`src/rtl/cordic_pkg.sv`:
```
// Shared definitions for the CORDIC datapath stages: Q-format constants and
// the state encoding used by both range correction and the linear multiplier.
package cordic_pkg;

    localparam int FRAC_DEF = 16;

    localparam int ONE_POS = 65536;
    localparam int ONE_NEG = -65536;
    localparam int TWO_POS = 131072;
    localparam int TWO_NEG = -131072;

    typedef enum logic [1:0] {
        IDLE    = 2'd0,
        ITERATE = 2'd1,
        SCALE   = 2'd2,
        DONE    = 2'd3
    } state_t;

endpackage

```
`src/rtl/cordic_lin_mult_sat_shl1.sv`:
```
// Optional left shift by one followed by a signed clamp into OUT_W bits.
// ovf flags that the clamp engaged.
module sat_shl1 #(
    parameter int IN_W  = 34,
    parameter int OUT_W = 32
) (
    input  logic                    shift,
    input  logic signed [IN_W-1:0]  a,
    output logic signed [OUT_W-1:0] y,
    output logic                    ovf
);

    localparam logic signed [IN_W:0] MAX_V = {{(IN_W-OUT_W+2){1'b0}}, {(OUT_W-1){1'b1}}};
    localparam logic signed [IN_W:0] MIN_V = {{(IN_W-OUT_W+2){1'b1}}, {(OUT_W-1){1'b0}}};

    logic signed [IN_W:0] v;

    // NOTE: every output gets a default first, so no path can leave one unassigned and infer a latch.
    always_comb begin
        v   = shift ? {a, 1'b0} : {a[IN_W-1], a};
        y   = v[OUT_W-1:0];
        ovf = 1'b0;
        if (v > MAX_V) begin
            y   = MAX_V[OUT_W-1:0];
            ovf = 1'b1;
        end else if (v < MIN_V) begin
            y   = MIN_V[OUT_W-1:0];
            ovf = 1'b1;
        end
    end

endmodule

```
`src/rtl/cordic_lin_mult.sv`:
```
// Linear-mode CORDIC multiplier: y = x*z for normalized z, then restores the
// upstream scale by saturating left shifts, one per cycle, count_div times.
module cordic_lin_mult
    import cordic_pkg::*;
#(
    parameter int WIDTH = 32,
    parameter int FRAC  = FRAC_DEF,
    parameter int ITER  = 16
) (
    input  logic             clk,
    input  logic             rst,
    input  logic             start,
    input  logic [WIDTH-1:0] x_in,
    input  logic [WIDTH-1:0] z_in,
    input  logic [WIDTH-1:0] count_div,
    output logic [WIDTH-1:0] result,
    output logic             busy,
    output logic             done,
    output logic             ovf
);

    localparam int YW = WIDTH + 2;
    localparam int IW = $clog2(ITER) + 1;
    localparam logic [WIDTH-1:0] ONE_Q = WIDTH'(1) << FRAC;

    state_t state, state_nx;

    logic signed [WIDTH-1:0] x_r, z_r;
    logic        [WIDTH-1:0] cnt;
    logic signed [YW-1:0]    y_r;
    logic        [IW-1:0]    i_r;
    logic                    ovf_acc;

    logic signed [YW-1:0]    x_sh;
    logic signed [WIDTH-1:0] z_step;
    logic signed [WIDTH-1:0] y_shl, y_clamp;
    logic                    ovf_shl, ovf_clamp;
    logic                    last_iter, cnt_zero;

    assign x_sh      = $signed({{2{x_r[WIDTH-1]}}, x_r}) >>> i_r;
    assign z_step    = $signed(ONE_Q >> i_r);
    assign last_iter = (i_r == IW'(ITER - 1));
    assign cnt_zero  = (cnt == '0);

    assign busy = (state != IDLE);
    assign done = (state == DONE);

    sat_shl1 #(.IN_W(YW), .OUT_W(WIDTH)) u_scale (
        .shift (1'b1),
        .a     (y_r),
        .y     (y_shl),
        .ovf   (ovf_shl)
    );

    sat_shl1 #(.IN_W(YW), .OUT_W(WIDTH)) u_clamp (
        .shift (1'b0),
        .a     (y_r),
        .y     (y_clamp),
        .ovf   (ovf_clamp)
    );

    // NOTE: sequential state uses non-blocking assignments so every register samples pre-edge values.
    always_ff @(posedge clk) begin
        if (!rst) state <= IDLE;
        else      state <= state_nx;
    end

    always_comb begin
        state_nx = state;
        unique case (state)
            IDLE:    if (start)     state_nx = ITERATE;
            ITERATE: if (last_iter) state_nx = SCALE;
            SCALE:   if (cnt_zero)  state_nx = DONE;
            DONE:                   state_nx = IDLE;
            default:                state_nx = IDLE;
        endcase
    end

    // Result and ovf are loaded on the SCALE->DONE edge so they are valid while done is high.
    always_ff @(posedge clk) begin
        if (!rst) begin
            x_r     <= '0;
            z_r     <= '0;
            cnt     <= '0;
            y_r     <= '0;
            i_r     <= '0;
            ovf_acc <= 1'b0;
            result  <= '0;
            ovf     <= 1'b0;
        end else begin
            unique case (state)
                IDLE: begin
                    if (start) begin
                        x_r     <= x_in;
                        z_r     <= z_in;
                        cnt     <= count_div;
                        y_r     <= '0;
                        i_r     <= '0;
                        ovf_acc <= 1'b0;
                    end
                end
                ITERATE: begin
                    if (!z_r[WIDTH-1]) begin
                        y_r <= y_r + x_sh;
                        z_r <= z_r - z_step;
                    end else begin
                        y_r <= y_r - x_sh;
                        z_r <= z_r + z_step;
                    end
                    i_r <= i_r + IW'(1);
                end
                SCALE: begin
                    if (cnt_zero) begin
                        result <= y_clamp;
                        ovf    <= ovf_acc | ovf_clamp;
                    end else begin
                        y_r     <= {{2{y_shl[WIDTH-1]}}, y_shl};
                        cnt     <= cnt - WIDTH'(1);
                        ovf_acc <= ovf_acc | ovf_shl;
                    end
                end
                default: ;
            endcase
        end
    end

endmodule

```
`config.mk`:
```
export PLATFORM = sky130hd
export DESIGN_NAME = cordic_lin_mult
export DESIGN_NICKNAME = d
export VERILOG_FILES = /design/src/rtl/cordic_pkg.sv /design/src/rtl/cordic_lin_mult_sat_shl1.sv /design/src/rtl/cordic_lin_mult.sv
export SDC_FILE = /design/constraint.sdc
export NUM_CORES = 1
export LEC_CHECK = 0
export BUFFER_PORTS_ARGS = -buffer_cell sky130_fd_sc_hd__buf_4
export CAP_MARGIN = 0
export CORE_ASPECT_RATIO = 0.6
export CORE_UTILIZATION = 30
export CTS_BUF_LIST = sky130_fd_sc_hd__clkbuf_4 sky130_fd_sc_hd__clkbuf_8
export DETAILED_ROUTE_END_ITERATION = 10
export PLACE_DENSITY_LB_ADDON = 0.08
export SKIP_CTS_REPAIR_TIMING = 1
export SLEW_MARGIN = 5
export SYNTH_ARGS = -nofsm -noshare
export SYNTH_HDL_FRONTEND = slang
export SYNTH_SLANG_ARGS = --single-unit
export TNS_END_PERCENT = 10
```
`constraint.sdc`:
```
create_clock -name clk -period 14.95 [get_ports clk]
set_input_delay 0.7475 -clock clk [delete_from_list [all_inputs] [get_ports clk]]
set_output_delay 0.7475 -clock clk [all_outputs]
set_load 0.02 [all_outputs]
```
==> qor.txt <==
OUTCOME
------------------------------------------------------------------------------
Run status                                                        finished, final reports clean

CLOCK TREE
------------------------------------------------------------------------------
Number of H-tree levels                                                      4
Number of clock sinks                                                      171
Clock tree from TritonCTS                                                  yes
Latest clock arrival within the worst-skew pair                        0.54 ns
Number of buffers on the longest clock path                                  2
Clk root buf                                                          clkbuf_8
Number of buffers created by CTS                                            17
Worst-path clk slew                                                    0.11 ns

CRITICAL PATH
------------------------------------------------------------------------------
Crit path max-delay cell type                                          dfxtp_2
Critical path type                                                flip-flop to flip-flop
Arrival @ worst endpoint                                               7.39 ns
Max Fanout on Critical Path                                                 42
Largest stage delay, worst path                                        0.66 ns
Required time of the critical path                                    15.33 ns
Sort of element at the end of the critical path                      flip-flop
Startpoint type of the worst setup path                              flip-flop
Chain of cells forming the critical path                          buf_4, mux4_2, mux2i_1, o22ai_1, nor3_1, ha_1, nand3_1, nor3_2, nand2_1, nor2_1, nor2_1, xor2_1, ha_1, a21o_1, a21o_1, a21oi_1, nand2_1, a211oi_1, o21ai_0, a41o_1, a21oi_1, xnor2_1, o22ai_1

CELLS AND AREA
------------------------------------------------------------------------------
Final std cells w/o fill                                                 2,598
Final design area excluding fillers                                 16,470 µm²
Utilization after layout                                                0.3441
NumNets Final                                                            2,123
Area Overhead vs Synth                                                  13.02%
Antenna cells                                                                0
Ratio of cells with drive above 1 in the final layout                   0.1502

GLOBAL ROUTE
------------------------------------------------------------------------------
Initial antenna violation count                                              0
Residual overflow from global routing                                        0
Global-route wire length before repair                               79,460 µm
Maximum number of pins on one net before global-route repair                78
Total routing resource utilization after global routing                 0.2032
Via count of the first global-routing pass                              13.24k

SYNTH
------------------------------------------------------------------------------
Number of nets in the synthesized netlist                                2,081
Syn Std Cell Area                                                   14,570 µm²
Leading cell types by total area after synthesis                  dfxtp_1, a21oi_1, mux4_2
Mapped Avg Cell Area                                                 7.658 µm²
Register area share after synthesis                                     0.2349
Post-synthesis cell type with the largest combined area                dfxtp_1
Number of flops mapped to enable cells by yosys                              0
Yosys warning count                                                          0
Proportion of netlist area held by the largest area contributor         0.2349
Distinct cell type count of the synthesized netlist                         90
Syn Inst Count                                                           1,903
Most instantiated library cell after synthesis                         a21oi_1
List of most frequent post-synthesis cells                        a21oi_1, nor2_1, nand2_1, dfxtp_1, o21ai_0
Post-synthesis async set-or-reset flop share                                 0
Dominant synthesized flop cell                                         dfxtp_1
Number of synthesized register bits                                        171

TIMING
------------------------------------------------------------------------------
Share of the cycle needed by the critical path after routing            0.4684
Maximum clock frequency                                              142.8 MHz
Final worst setup slack                                               7.948 ns
Worst hold slack                                                     0.4624 ns
Setup repair after global routing missed its margin                      false
Least-Margin Pin Slew                                                 1.242 ns
Total setup violations reported at the end of the flow                       0
Min cycle time layout                                                 7.002 ns
Largest clock skew in the final design                              0.03698 ns
Max-slew violation count                                                     0
Number of hold violations in the final report                                0
Setup TNS after final layout                                              0 ns
Worst max-slew margin expressed relative to the limit                   0.1653

ROUTING
------------------------------------------------------------------------------
Drt initial violations                                                   1,120
Number of vias after detailed routing                                   14.57k
Total Wirelength                                                     51,380 µm
Detail Route Antenna Nets                                                    0
Remaining DRCs                                                               0
Vias per Instance                                                        5.608
Routed wire length per instance                                       19.78 µm
Number of detailed-routing iterations run before antenna repair              8

PLACE
------------------------------------------------------------------------------
Count of input and output buffers                                          133
DP Area                                                             16,040 µm²
Post-DP HPWL                                                         36,770 µm
Setup WS pre-CTS                                                      8.173 ns
Routability congestion estimate from global placement                   0.9293
Number of placed instances, taps included                                2,566

POWER
------------------------------------------------------------------------------
Total chip power                                                      3.113 mW
Peak supply drop                                                    0.07481 mV
Leakage power total                                                   6.447 nW
PD cells                                                          189.0 nW/µm²

JOB
------------------------------------------------------------------------------
Max-cap check violation count                                                0

DIE
------------------------------------------------------------------------------
Effective utilization at floorplan                                      0.3045
Vertical die dimension                                                172.7 µm
Core Box Area                                                       47,860 µm²
Die outline area                                                    49,490 µm²
Horizontal die dimension                                              286.5 µm
# IOs                                                                      134
Cell Rows                                                                   62

HOLD PATH
------------------------------------------------------------------------------
Type of the worst min-delay path                                  input port to flip-flop

==> sequential cells by signal, summed over array words and instances (netlist names) <==
name,cells
ovf,1
z_r,32
ovf_acc,1
x_r,32
i_r,5
result,32
y_r,34
cnt,32
state,2
==> report_power, final <==
part	internal [mW]	total, mW	switching, mW
sequential	0.556	0.670	0.114
clock	0.146	0.377	0.231
combinational	0.805	2.07	1.26
==> per-layer routing <==
layer	share of wire	global-route usage	vias to the layer above
li1	-	-	7133
met1	0.54	0.3250	6974
met2	0.39	0.2717	434
met3	0.067	0.04815	29
met4	0.0070	0.02941	0
met5	0	0	-
==> final cells by class <==
cell class              instances  area, µm²
flip-flops and latches        171       3428
clock buffers                  18      247.7
multi-input cells            1559      10470
clock inverters                14      178.9
fillers                      5135      31390
repair buffers                161       1209
well taps                     640      800.8
inverters                      35      132.6
==> cell usage in the layout (no fill, tap or decap), types with 38 or more instances in the layout <==
cell and instances:
nor3_1 46, nor2_1 210, a21oi_1 226, ha_1 75, a211oi_1 38, dfxtp_1 167, o21ai_0 154, nand2_1 194
buf_4 161, mux4_2 45, xnor2_1 53
==> worst paths after layout <==
path              startpoint  endpoint  slack [ns]  cells past startpoint
setup / recovery      i_r[1]   y_r[33]        7.95                     23
hold / removal       x_in[7]    x_r[7]        0.46                      3
setup reg to reg      i_r[1]   y_r[33]        7.95                     23
hold reg to reg       z_r[2]    z_r[2]        0.47                      2
==> logic make-up (layout without fill, tap and decap cells) <==
family,count (synthesis),in the layout,synth area share
AO/OA/AOI/OAI,678,678,0.2906
XOR/XNOR,83,83,0.04988
multiplexers,97,97,0.1098
buffers and inverters,173,228,0.04868
flip-flops,171,171,0.2349
AND/OR/NAND/NOR,622,622,0.1972
adder cells (fa/ha/maj),79,79,0.06886
==> worst max-delay path, delay by kind of cell, from the launching register on <==
kind	cells	cell delay (ns)
AO/OA/AOI/OAI	9	1.87
XOR/XNOR	2	0.43
adder cells (fa/ha/maj)	2	0.68
buffers and inverters	1	0.59
flip-flops	1	0.66
multiplexers	2	0.89
AND/OR/NAND/NOR	7	1.72
(Power assumes the default switching activity.)
